## config.mk

```make
export PLATFORM = sky130hd
export DESIGN_NAME = alu_dispatch
export DESIGN_NICKNAME = d
export VERILOG_FILES = /design/src/rtl/alu_pkg.sv /design/src/rtl/regfile8.sv /design/src/rtl/alu_dispatch.sv
export SDC_FILE = /design/constraint.sdc
export NUM_CORES = 1
export LEC_CHECK = 0
export ABC_AREA = 0
export BUFFER_PORTS_ARGS = -buffer_cell sky130_fd_sc_hd__buf_2
export CAP_MARGIN = 20
export CORE_ASPECT_RATIO = 1.75
export CORE_MARGIN = 5
export CORE_UTILIZATION = 51
export DETAILED_ROUTE_END_ITERATION = 10
export GPL_TIMING_DRIVEN = 0
export PLACE_DENSITY = 0.88
export SLEW_MARGIN = 20
export SYNTH_ARGS = -nofsm -noshare
export SYNTH_HDL_FRONTEND = slang
export SYNTH_HIERARCHICAL = 1
export SYNTH_SLANG_ARGS = --single-unit
```

## constraint.sdc

```tcl
create_clock -name clk -period 1.7 [get_ports clk]
set_input_delay 0.17 -clock clk [delete_from_list [all_inputs] [get_ports clk]]
set_output_delay 0.17 -clock clk [all_outputs]
set_load 0.03 [all_outputs]
```

## src/rtl/alu_pkg.sv

```systemverilog
// alu_pkg: shared widths, ALU opcode constants and dispatcher FSM encoding
package alu_pkg;
   localparam int DATA_W = 8;
   localparam int OPER_W = 5;
   localparam logic [OPER_W-1:0] ADD_U   = 5'b00000;
   localparam logic [OPER_W-1:0] SUB_U   = 5'b00001;
   localparam logic [OPER_W-1:0] MULH_S  = 5'b01101;
   localparam logic [OPER_W-1:0] DIVU    = 5'b01110;
   localparam logic [OPER_W-1:0] REMU    = 5'b01111;
   localparam logic [OPER_W-1:0] ST_ADDR = 5'b10000;
   typedef enum logic [1:0] {IDLE, EXEC, WB} state_t;
endpackage

```

## src/rtl/regfile8.sv

```systemverilog
// regfile8: 8-bit register file, one sync write port, two combinational read ports and a debug read port
// Ports: clk/rst (async active-high clear of all entries), we/wa/wd write port,
// ra1/rd1 and ra2/rd2 operand reads, dbg_addr/dbg_data debug read. Entry 0 always reads 0.
module regfile8
   import alu_pkg::*;
#(
   parameter int NREG = 8
) (
   input  logic              clk,
   input  logic              rst,
   input  logic              we,
   input  logic [2:0]        wa,
   input  logic [DATA_W-1:0] wd,
   input  logic [2:0]        ra1,
   output logic [DATA_W-1:0] rd1,
   input  logic [2:0]        ra2,
   output logic [DATA_W-1:0] rd2,
   input  logic [2:0]        dbg_addr,
   output logic [DATA_W-1:0] dbg_data
);
   logic [DATA_W-1:0] mem [NREG];

   always_ff @(posedge clk or posedge rst)
      if (rst)
         for (int i = 0; i < NREG; i++) mem[i] <= '0;
      else if (we && wa != '0)
         mem[wa] <= wd;

   assign rd1      = ra1      == '0 ? '0 : mem[ra1];
   assign rd2      = ra2      == '0 ? '0 : mem[ra2];
   assign dbg_data = dbg_addr == '0 ? '0 : mem[dbg_addr];
endmodule

```

## src/rtl/alu_dispatch.sv

```systemverilog
// alu_dispatch: three-cycle sequencer feeding the combinational ALU from a register file
// Ports: in_* request (valid/ready, oper, rd/rs1/rs2, optional immediate for B),
// alu_a/alu_b/alu_oper to the ALU and alu_r/alu_flag back, wb_* one-cycle writeback pulse,
// flag_q flags of the last completed op, busy when not idle, dbg_addr/dbg_data register peek.
module alu_dispatch
   import alu_pkg::*;
#(
   parameter int NREG = 8
) (
   input  logic              clk,
   input  logic              rst,
   input  logic              in_valid,
   output logic              in_ready,
   input  logic [OPER_W-1:0] in_oper,
   input  logic [2:0]        in_rd,
   input  logic [2:0]        in_rs1,
   input  logic [2:0]        in_rs2,
   input  logic              in_use_imm,
   input  logic [DATA_W-1:0] in_imm,
   output logic [DATA_W-1:0] alu_a,
   output logic [DATA_W-1:0] alu_b,
   output logic [OPER_W-1:0] alu_oper,
   input  logic [DATA_W-1:0] alu_r,
   input  logic [DATA_W-1:0] alu_flag,
   output logic              wb_valid,
   output logic [2:0]        wb_rd,
   output logic [DATA_W-1:0] wb_data,
   output logic [DATA_W-1:0] flag_q,
   output logic              busy,
   input  logic [2:0]        dbg_addr,
   output logic [DATA_W-1:0] dbg_data
);
   state_t            state, state_nx;
   logic [OPER_W-1:0] oper_q;
   logic [2:0]        rd_q;
   logic [DATA_W-1:0] a_q, b_q, res_q, flg_q, rs1_data, rs2_data;

   regfile8 #(.NREG(NREG)) u_rf (
      .clk      (clk),
      .rst      (rst),
      .we       (wb_valid),
      .wa       (rd_q),
      .wd       (res_q),
      .ra1      (in_rs1),
      .rd1      (rs1_data),
      .ra2      (in_rs2),
      .rd2      (rs2_data),
      .dbg_addr (dbg_addr),
      .dbg_data (dbg_data)
   );

   always_ff @(posedge clk or posedge rst)
      if (rst) begin
         state  <= IDLE;
         oper_q <= '0;
         rd_q   <= '0;
         a_q    <= '0;
         b_q    <= '0;
         res_q  <= '0;
         flg_q  <= '0;
         flag_q <= '0;
      end else begin
         state <= state_nx;
         if (state == IDLE && in_valid) begin
            oper_q <= in_oper;
            rd_q   <= in_rd;
            a_q    <= rs1_data;
            b_q    <= in_use_imm ? in_imm : rs2_data;
         end
         if (state == EXEC) begin
            res_q <= alu_r;
            flg_q <= alu_flag;
         end
         if (state == WB) flag_q <= flg_q;
      end

   // The register write happens on the WB->IDLE edge, so the next accept already sees it.
   always_comb begin
      state_nx = state;
      in_ready = 1'b0;
      busy     = 1'b1;
      alu_a    = '0;
      alu_b    = '0;
      alu_oper = '0;
      wb_valid = 1'b0;
      case (state)
         IDLE: begin
            in_ready = 1'b1;
            busy     = 1'b0;
            state_nx = in_valid ? EXEC : IDLE;
         end
         EXEC: begin
            alu_a    = a_q;
            alu_b    = b_q;
            alu_oper = oper_q;
            state_nx = WB;
         end
         WB: begin
            wb_valid = 1'b1;
            state_nx = IDLE;
         end
         default: state_nx = IDLE;
      endcase
   end

   assign wb_rd   = rd_q;
   assign wb_data = res_q;
endmodule
```

==> metrics.yaml, run 1 <==
min_period_ps: 1770
worstPathRequired_ps: 1530
worstPathArrival_ps: 1600
p_leak_nw: 3.53
hold_path.class: "primary input to flop"
drt_iter0_markers: 337
max-vdd-ir-drop_uv: 1230
synth.avg_cell_area_um2: 13.5
synth_fp_nets: 480
synth_top_area_cell: "dfrtp_1"
setup_ws_ps: -72.4
wl_met3_um: 902
synth_top_area_frac: 0.451
whs_ps: 48.2
gp_congestion: 0.891
setup_viol: 15
violations: "negative setup slack"
path_max_fanout: 4
final_area_mm2: 0.00761
pre_cts_slack_ps: -240
vias_per_cell: 6.25
multi_input_area_mm2: 0.00322
synth.distinct_cells: 34
start_kind: "flop"
htree_levels: 3
netlist_instances: 435
worstMarginPinSlew_ps: 667
core_area_mm2: 0.0115
dpl.hpwl_um: 11700
fmax_ghz: 0.564
ff_latch_area_mm2: 0.00266
synthArstFlopShare: 1.00
die_area_mm2: 0.0139
grt_overflow: 0
ant_nets: 0
wl_per_cell_um: 24.3
grt_pass1_wl_um: 26400
n_fill_cell: 772
antenna_found_initial: 1
clock_latency_ps: 350
cts_buffers: 9
yosys_warnings: 6
rsz0062_at_grt: "true"
wl_met1_um: 5990
clk_pin_slew_ps: 70
grt_max_degree: 37
drive_gt1_frac: 0.635
cap_violations: 0
criticalPathCategory: "flop to output port"
ff2ff_setup_slack_ps: -20
end_kind: "output port"
cts_tree: "built"
die_w_um: 91.1
ys.flop_type: "dfrtp_1"
synthTopCellsByArea: "dfrtp_1, mux2_2, mux2i_1"
grt_pass1_vias: 4982
numPortBuffers: 87
top_layer_used: "met4"
ioPinCount: 96
route.met2.wl_um: 9250
initial_core_util: 0.513
yosysSeqAreaShare: 0.451
first_pass_iters: 4
num-nets-final: 607
die_h_um: 152
vias: 4391
rows: 52
drc: 0
status: "finished with violations"
synth_edf_count: 0
ys_ff_latch: 106
finalHoldViolCount: 0
slew_headroom: 0.555
worst_clock_skew_ps: 10.5
clock-sinks: 106
place_area_mm2: 0.00654
gr-usage-all-layers: 0.240
power_density_mw_per_mm2: 1510
synthToLayoutAreaGrowth_pct: 29.6
min_period_over_period: 1.04
syn-cell-area_mm2: 0.00588
cts-root-buf: "clkbuf_16"
cts_buffer_depth: 2
p_total_mw: 11.5
drt-total-wl_um: 17100
slew_viol_final: 0
-- layout make-up --
| type | count | area share |
|---|---|---|
| Tap cell | 135 | 0.0222 |
| Clock buffer | 11 | 0.0319 |
| Inverter | 5 | 0.00247 |
| Antenna cell | 1 | 0.000329 |
| Buffer | 38 | 0.0505 |
| Sequential cell | 106 | 0.349 |
| Timing Repair Buffer | 116 | 0.112 |
| Multi-Input combinational cell | 286 | 0.423 |
| Clock inverter | 5 | 0.00838 |
-- timing repair --
item / in CTS / in global routing
cloned: 1 / 1
endpoints found under the setup margin: 91 / 77
resized for setup: 59 / 73
buffers inserted: 15 / 9
endpoints found under the hold margin: 35 / 0
hold buffers: 1 / 0
pin swaps: 6 / 10
-- where the power goes --
part	internal [mW]	total [mW]	leakage [nW]	switching, mW
Sequential	3.58	4.72	1.30	1.13
Combinational	2.46	4.65	2.08	2.19
Clock	1.19	2.16	0.146	0.963
-- registers in the layout, summed over array words and instances, names as in the netlist --
register / cells
u_rf/mem: 56
oper_q: 5
a_q: 8
wb_rd: 3
flg_q: 8
state: 2
wb_data: 8
flag_q: 8
b_q: 8
-- critical path, cell delays in order, from the launching register on --
cell and delay (ps):
dfrtp_1 420, mux2_4 300, a221oi_4 270, a221oi_2 70
buf_4 180
-- per-layer routing --
| metal | up-vias | GRT usage |
|---|---|---|
| li1 | 1901 | - |
| met1 | 2207 | 0.254 |
| met2 | 207 | 0.422 |
| met3 | 76 | 0.0465 |
| met4 | 0 | 0.162 |
| met5 | - | 0 |
-- cells by family after synthesis --
group                  count (synthesis)  share of synthesized area
multiplexers                         176                      0.332
AO/OA/AOI/OAI                         58                     0.0899
flip-flops                           106                      0.451
buffers and inverters                 43                     0.0598
AND/OR/NAND/NOR                       52                     0.0669
-- layout by cell type (no fill, tap or decap), types with 11 or more instances in the layout --
cell type / instances
mux2_4: 16
buf_6: 31
a221oi_2: 21
mux2_2: 118
mux2i_1: 40
buf_4: 34
buf_2: 69
nor2b_1: 11
and2_4: 18
dfrtp_1: 104
-- stage by stage --
step / util / TNS [ps] / instances
finish: 0.665 / -414 / 703
global route: 0.665 / -1480 / 703
CTS: 0.634 / -435 / 692
detailed placement: 0.571 / -5020 / 659
global placement: 0.568 / -38020 / 657
floorplan: - / -301 / 435
-- final timing paths --
kind	endpoint	cells after the start	startpoint
hold reg to reg	flg_q[4]	1	flg_q[4]
setup reg to reg	b_q[5]	5	u_rf/mem[45]
max in group asynchronous	u_rf/mem[34]	4	rst
min in group asynchronous	wb_data[1]	3	rst
hold / removal	wb_data[1]	2	alu_r[1]
setup / recovery	dbg_data[2]	4	u_rf/mem[42]
-- synthesized netlist by cell type, types with 2 or more instances --
master,count
and2_1,23
nand2_1,2
a221oi_1,28
a211oi_1,9
mux2_2,129
nor2b_1,13
buf_4,6
inv_1,5
and4bb_1,2
a31oi_1,2
a221oi_2,7
a22o_1,2
buf_12,4
clkbuf_1,4
buf_2,12
nand4b_2,3
buf_6,10
mux2i_1,40
a311oi_1,8
mux2_1,2
dfrtp_1,106
mux2_4,5
a21oi_1,2
Note: power is estimated with default switching activity, not from simulation.
==> inputs of run 2 (changes only) <==
- GPL_TIMING_DRIVEN: 0 -> not set
==> metrics.yaml, run 2 (same netlist as run 1, synthesis figures left out) <==
ant_nets: 0  # unchanged
gp_congestion: 0.907  # was 0.891
final_cell_mix: "mux2_2, dfrtp_1, buf_2"  # unchanged
fmax_ghz: 0.531  # was 0.564 GHz
grt_overflow: 0  # unchanged
power_density_mw_per_mm2: 1550  # was 1510 mW/mm^2
antenna_found_initial: 0  # was 1
cap_violations: 0  # unchanged
dpl.hpwl_um: 11500  # was 11700 um
worst_clock_skew_ps: 8.04  # was 10.5 ps
die_area_mm2: 0.0139  # unchanged
drt-total-wl_um: 19000  # was 17100 um
vias: 4743  # was 4391
path_max_fanout: 3  # was 4
worstPathArrival_ps: 1710  # was 1600 ps
numPortBuffers: 95  # was 87
largest_register_ffs: 56  # unchanged
setup_ws_ps: -184  # was -72.4 ps
slew_headroom: 0.289  # was 0.555
comb_power_share: 0.411  # was 0.404
grt_max_degree: 51  # was 37
first_pass_iters: 6  # was 4
ioPinCount: 96  # unchanged
hold_path.class: "primary input to flop"  # unchanged
wl_per_cell_um: 26.3  # was 24.3 um
min_period_over_period: 1.11  # was 1.04
rsz0062_at_grt: "true"  # unchanged
end_kind: "output port"  # unchanged
cts-root-buf: "clkbuf_16"  # unchanged
registers.top_by_ff_count: "u_rf/mem"  # unchanged
vias_per_cell: 6.57  # was 6.25
seqPwrFrac: 0.400  # was 0.409
whs_ps: 45.7  # was 48.2 ps
htree_levels: 3  # unchanged
power_frac_clock: 0.189  # was 0.187
clock_latency_ps: 350  # about the same
p_leak_nw: 3.67  # was 3.53 nW
grt_pass1_vias: 4971  # was 4982
die_w_um: 91.1  # unchanged
drt_iter0_markers: 426  # was 337
p_switching_mw: 4.58  # was 4.29 mW
slew_viol_final: 0  # unchanged
cts_tree: "built"  # unchanged
drc: 0  # unchanged
num-nets-final: 627  # was 607
status: "finished with violations"  # unchanged
cts_buffers: 9  # unchanged
cts_buffer_depth: 2  # unchanged
synthToLayoutAreaGrowth_pct: 33.5  # was 29.6%
final_area_mm2: 0.00784  # was 0.00761 mm^2
violations: "negative setup slack"  # unchanged
setup_viol: 72  # was 15
grt_pass1_wl_um: 26100  # was 26400 um
rows: 52  # unchanged
drive_gt1_frac: 0.659  # was 0.635
dpl.cell_count: 672  # was 659
die_h_um: 152  # unchanged
start_kind: "flop"  # unchanged
p_sw_frac: 0.377  # was 0.372
fin_cells: 722  # was 703
criticalPathCategory: "flop to output port"  # unchanged
worstMarginPinSlew_ps: 1060  # was 667 ps
core_area_mm2: 0.0115  # unchanged
worstPathRequired_ps: 1530  # about the same
place_area_mm2: 0.00665  # was 0.00654 mm^2
finalHoldViolCount: 0  # unchanged
clock-sinks: 106  # unchanged
p_int_mw: 7.56  # was 7.23 mW
p_total_mw: 12.1  # was 11.5 mW
max-vdd-ir-drop_uv: 1140  # was 1230 uV
diodes: 0  # was 1
gr-usage-all-layers: 0.235  # was 0.240
fin_tns_setup_ps: -4730  # was -414 ps
final_common_cell: "mux2_2"  # unchanged
min_period_ps: 1880  # was 1770 ps
clk_pin_slew_ps: 70  # about the same
initial_core_util: 0.513  # unchanged
==> run 2: routing by layer <==
metal | vias to the layer above | GRT usage | routed length, um
met5 | - | 0 | 0
met3 | 95 | 0.0505 | 1380
li1 | 1940 | - | -
met2 | 312 | 0.405 | 10100
met4 | 0 | 0.132 | 999
met1 | 2396 | 0.263 | 6530
==> run 2: path summary, 6_finish.rpt <==
check,startpoint,end,slack (ps),depth (start not counted)
max,u_rf/mem[40],dbg_data[0],-180,5
min,in_rd[0],wb_rd[0],50,2
max reg2reg,u_rf/mem[46],b_q[6],-110,6
min reg2reg,oper_q[3],oper_q[3],510,1
max in group asynchronous,rst,u_rf/mem[10],700,4
min in group asynchronous,rst,a_q[0],410,4
==> run 2: power by group through the flow <==
stage | Clock, mW | Sequential (mW) | Combinational (mW)
finish | 2.30 | 4.86 | 4.98
global route | 2.44 | 4.97 | 5.21
CTS | 2.29 | 4.67 | 4.33
detailed placement | 0 | 4.64 | 3.90
global placement | 0 | 4.52 | 3.71
floorplan | 0 | 4.65 | 2.62
==> run 2: cell type report <==
cell class                 instances  area [um^2]
sequential                       106         2650
timing repair buffer             174         1440
tap                              135          169
fill                             693         3610
clock buffer                      10          239
multi-input combinational        286         3240
clock inverter                     6         87.6
inverter                           5         18.8
==> run 2: per-stage QoR <==
step	utilization	setup slack, ps
finish	0.685	-184
global route	0.685	-212
CTS	0.642	-156
detailed placement	0.581	-201
global placement	0.581	-122
floorplan	-	-37.6
==> run 2: worst max-delay path, cell delays in order (launching register included) <==
cell and delay, ps:
dfrtp_1 410, buf_4 150, mux2_2 270, a221oi_2 240, a221oi_1 90, buf_4 210
==> run 2: timing repair <==
| item | 4_1_cts | 5_1_grt |
|---|---|---|
| pin swaps | 5 | 24 |
| endpoints found under the hold margin | 72 | 0 |
| setup endpoints to repair | 33 | 36 |
| setup buffers | 5 | 25 |
| hold buffers | 1 | 0 |
| gates resized for setup | 84 | 52 |
| gates cloned | 0 | 3 |
